===== config.mk =====
export PLATFORM = sky130hd
export DESIGN_NAME = bcd_conv_sched
export DESIGN_NICKNAME = d
export VERILOG_FILES = /design/src/rtl/bcd_conv_sched.sv
export SDC_FILE = /design/constraint.sdc
export NUM_CORES = 1
export LEC_CHECK = 0
export CORE_ASPECT_RATIO = 1.1
export CORE_MARGIN = 2
export CORE_UTILIZATION = 40
export CTS_CLUSTER_SIZE = 28
export DETAILED_ROUTE_END_ITERATION = 7
export HOLD_SLACK_MARGIN = 0.12
export PLACE_DENSITY = 0.69
export SLEW_MARGIN = 10
export SYNTH_ARGS = -nofsm -noshare
export SYNTH_HDL_FRONTEND = slang
export SYNTH_SLANG_ARGS = --single-unit

===== constraint.sdc =====
create_clock -name clk -period 2.2 [get_ports clk]
set_clock_uncertainty 0.15 [all_clocks]
set_input_delay 0.33 -clock clk [delete_from_list [all_inputs] [get_ports clk]]
set_output_delay 0.33 -clock clk [all_outputs]
set_load 0.01 [all_outputs]

===== src/rtl/bcd_conv_sched.sv =====
// ============================================================================
// bcd_conv_sched : four-channel round-robin binary-to-BCD converter
// Revision       : 1.0
// ============================================================================
`default_nettype none

module bcd_conv_sched #(
  parameter int W = 12
) (
  input  logic           clk,
  input  logic           rst,
  input  logic [3:0]     req,
  input  logic [4*W-1:0] din,
  output logic [3:0]     grant,
  output logic           busy,
  output logic           done,
  output logic [1:0]     done_ch,
  output logic [15:0]    bcd
);

  typedef enum logic [0:0] {
    IDLE = 1'b0,
    CONV = 1'b1
  } state_t;

  state_t         r_state;
  logic [1:0]     r_ptr;
  logic [1:0]     r_ch;
  logic [W-1:0]   r_r;
  logic [3:0]     r_d3;
  logic [3:0]     r_d2;
  logic [3:0]     r_d1;
  logic [3:0]     r_grant;
  logic           r_done;
  logic [1:0]     r_done_ch;
  logic [15:0]    r_bcd;

  logic [1:0]     w_sel;
  logic [1:0]     w_idx;
  logic           w_found;
  logic [W-1:0]   w_opnd;
  logic [13:0]    w_rx;

  // Scan from ptr+3 down to ptr so the lowest offset with a request wins.
  always_comb begin
    w_sel   = r_ptr;
    w_idx   = r_ptr;
    w_found = 1'b0;
    for (int k = 3; k >= 0; k--) begin
      w_idx = r_ptr + 2'(k);
      if (req[w_idx]) begin
        w_sel   = w_idx;
        w_found = 1'b1;
      end
    end
  end

  assign w_opnd = din[32'(w_sel)*W +: W];
  assign w_rx   = 14'(r_r);

  always_ff @(posedge clk) begin
    if (rst) begin
      r_state   <= IDLE;
      r_ptr     <= 2'd0;
      r_ch      <= 2'd0;
      r_r       <= '0;
      r_d3      <= 4'd0;
      r_d2      <= 4'd0;
      r_d1      <= 4'd0;
      r_grant   <= 4'd0;
      r_done    <= 1'b0;
      r_done_ch <= 2'd0;
      r_bcd     <= 16'h0000;
    end else begin
      r_done <= 1'b0;
      case (r_state)
        IDLE: begin
          if (w_found) begin
            r_ch    <= w_sel;
            r_r     <= w_opnd;
            r_d3    <= 4'd0;
            r_d2    <= 4'd0;
            r_d1    <= 4'd0;
            r_grant <= 4'd1 << w_sel;
            r_state <= CONV;
          end
        end
        CONV: begin
          // One decimal weight is peeled off per cycle, largest first.
          if (w_rx > 14'd999) begin
            r_r  <= W'(w_rx - 14'd1000);
            r_d3 <= r_d3 + 4'd1;
          end else if (w_rx > 14'd99) begin
            r_r  <= W'(w_rx - 14'd100);
            r_d2 <= r_d2 + 4'd1;
          end else if (w_rx > 14'd9) begin
            r_r  <= W'(w_rx - 14'd10);
            r_d1 <= r_d1 + 4'd1;
          end else begin
            r_bcd     <= {r_d3, r_d2, r_d1, r_r[3:0]};
            r_done    <= 1'b1;
            r_done_ch <= r_ch;
            r_grant   <= 4'd0;
            r_ptr     <= r_ch + 2'd1;
            r_state   <= IDLE;
          end
        end
        default: r_state <= IDLE;
      endcase
    end
  end

  assign grant   = r_grant;
  assign busy    = (r_state == CONV);
  assign done    = r_done;
  assign done_ch = r_done_ch;
  assign bcd     = r_bcd;

endmodule

`default_nettype wire


==> out/metrics.yaml <==
status: "finished with violations"
violations: "setup timing"
yosys-top-cells-count: "66 x nand2_1, 52 x dfxtp_1, 36 x a21oi_1"
final.period_utilization_pct: 101
yosysTopAreaCellShare_pct: 31.4
synth_area_leaders: "dfxtp_1 31%, mux2i_1 7.5%, nand2_1 7.5%, a21oi_1 5.4%, ha_1 4.1%"
nNetsFinal: 640
io_buffers: 77
syn-instance-count: 421
hold_slack_ns: 0.258
core_sq_um: 8000
fin_crit_ns: 2.22
slew_violations: 0
syn-cell-area_sq_um: 3320
initialDrtViolationCount: 201
synth-edff-count: 0
switching_share_pct: 41.7
ys_async_sr_fraction_pct: 0
ff2ff_setup_slack_ns: -0.02
area_delta_synth_final_pct: 59.7
grt_overflow: 0
cp-start-kind: "flip-flop"
clockPowerShare_pct: 11.0
avgSynthCellArea_sq_um: 7.88
firstDrtPassIters: 5
r2r_end: "r_r[7]$_SDFFE_PP0P_"
grt_pass1_wl_um: 17700
grt_pass1_vias: 3647
die_h_um: 99.5
hpwlAfterDp_um: 8400
std_cell_rows: 34
globalRouteMet3Util_pct: 2.65
die_x_um: 90.9
p_switching_uw: 2600
antennaDiodeCount: 0
synth_seq_area_share_pct: 31.4
hp-class: "input port to flip-flop"
wl_per_cell_um: 16.6
antenna_found_initial: 0
nFillCells: 718
drtAntennaViolNets: 0
top_usage_layer: "met2"
internal_power_uw: 3630
final_util_pct: 66.3
rsz0062_at_grt: "yes"
final.setup.tns_ns: -0.0236
synth_nets: 486
drive_gt1_share_pct: 29.9
grtUsageTotal_pct: 23.8
worstPathMaxFanout: 8
yosys.cell_count.top_type: "nand2_1"
p_per_area_nw_per_um2: 1180
cts_tree: "yes"
min_from: "rst"
cts_sinks: 52
ys_warn_count: 0
avgViaCountPerCell: 5.49
htree_levels: 2
grt_max_degree: 29
gr-usage-met1_pct: 28.6
io_pins: 78
combPwrFrac_pct: 67.5
layout_setup_ws_ns: -0.0158
synth_cell_types: 63
ys_ff_latch: 52
synth_top_area_cell: "dfxtp_1"
placedCellCount: 662
worst_pin_slew_ns: 0.432
max_freq_ghz: 0.451
critPathKind: "flip-flop to flip-flop"
fp.dieArea_sq_um: 9040
p_leak_uw: 0.00210
gp_congestion: 0.936
cts-root-buf: "clkbuf_8"
grt_use_met2_pct: 44.3
ir_drop_uv: 949
fin_cells: 684
clk_latency_ns: 0.31
cts_max_path_buffers: 2
drc_errors: 0
rr_startpoint: "r_r[2]$_SDFFE_PP0P_"
place_ws_ns: -0.366
hold-path-cell-count: 2
cp-end-kind: "flip-flop"
rr_worst_depth: 9
vias: 3757
power_frac_seq_pct: 21.6
numCtsBuffers: 5
wl_um: 11400
finalSetupViolations: 2
ys.flop_type: "dfxtp_1"
hold_viol: 0
hold_end: "r_r[3]$_SDFFE_PP0P_"
relSlewSlack_pct: 71.2
clkTransAtPathRegs_ns: 0.09
cp.required_ns: 2.25
cp_data_arrival_time_ns: 2.27
floorplan.initialDensity_pct: 41.5
drv_cap: 0
-- flip-flops by register name, summed over array words and instances, names as in the netlist --
signal	flops
r_d3	4
done	1
r_d2	4
r_d1	4
r_ch	2
done_ch	2
r_ptr	2
bcd	16
r_r	12
busy	1
grant	4
-- through the flow --
stage	area (sq um)	total power, uW
5_1_grt	5300	6620
6_report	5300	6230
3_5_place_dp	4720	4630
3_3_place_gp	4720	4590
4_1_cts	4940	5490
2_1_floorplan	3320	3150
-- worst max-delay path by stage --
stage,end,slack (ns),from
after CTS,r_r[3]$_SDFFE_PP0P_,-0.03,r_r[2]$_SDFFE_PP0P_
after floorplan,r_ptr[0]$_SDFFE_PP0P_,-0.01,busy$_SDFF_PP0_
final,r_r[7]$_SDFFE_PP0P_,-0.02,r_r[2]$_SDFFE_PP0P_
after detailed placement,r_r[6]$_SDFFE_PP0P_,-0.37,req[3]
after global routing,r_r[7]$_SDFFE_PP0P_,-0.10,r_r[2]$_SDFFE_PP0P_
after global placement,r_r[5]$_SDFFE_PP0P_,-0.32,req[3]
-- area by class of cell --
type / count / area (sq um) / share of cell area (%)
Clock buffer: 5 / 68.8 / 1.30
Multi-Input combinational cell: 334 / 2410 / 45.5
Clock inverter: 3 / 46.3 / 0.873
Sequential cell: 52 / 1050 / 19.9
Inverter: 7 / 31.3 / 0.590
Tap cell: 108 / 135 / 2.55
Timing Repair Buffer: 175 / 1560 / 29.3
-- cell usage in the layout, fill, tap and decap left out, drive strengths merged, types with 6 or more instances in the layout --
cell           synthesis  layout
a211oi                 7       7
a21oi                 36      36
a31oi                  9       9
buf                   15      99
clkdlybuf4s50          0      73
dfxtp                 52      52
ha                    11      11
inv                    6       7
mux2                   7       7
mux2i                 25      25
nand2                 66      66
nand3                 16      16
nor2                  33      33
nor2b                  9       9
nor3                  17      17
o21ai                 13      13
or2                    6       6
-- worst max-delay path, stage by stage, from the launching register on --
cell and delay, ns:
dfxtp_4 0.43, inv_4 0.07, ha_4 0.16, nor2b_4 0.12, o211ai_1 0.23, buf_4 0.24, mux2i_4 0.27, a21oi_2 0.08
a211oi_2 0.23, o22ai_1 0.11
-- routing by layer --
layer / vias up / wire length (um)
li1: 1844 / -
met1: 1799 / 4790
met2: 90 / 6010
met3: 24 / 346
met4: 0 / 206
met5: - / 0
-- power groups by stage --
| stage | Combinational [uW] | Clock, uW | Sequential, uW |
|---|---|---|---|
| after floorplan | 1890 | 0 | 1260 |
| final | 4210 | 683 | 1340 |
| after global routing | 4520 | 740 | 1360 |
| after detailed placement | 3320 | 0 | 1310 |
| after CTS | 3500 | 684 | 1310 |
| after global placement | 3280 | 0 | 1320 |
-- what timing repair did --
item                       in CTS  in global routing
setup buffers                   2                 11
cloned                          0                  2
pin swaps                       8                 19
resized for setup              26                 57
setup endpoints to repair      40                 44
hold buffers                    0                  0
-- logic make-up (layout without fill, tap and decap cells) --
family | count (synthesis) | count (layout) | share of synthesized area, %
XOR/XNOR | 7 | 7 | 1.85
flip-flops | 52 | 52 | 31.4
multiplexers | 32 | 32 | 9.91
adder cells (fa/ha/maj) | 11 | 11 | 4.15
AND/OR/NAND/NOR | 174 | 174 | 25.1
AO/OA/AOI/OAI | 110 | 110 | 22.7
buffers and inverters | 35 | 190 | 5.01
Power figures use the tool's default switching activity.
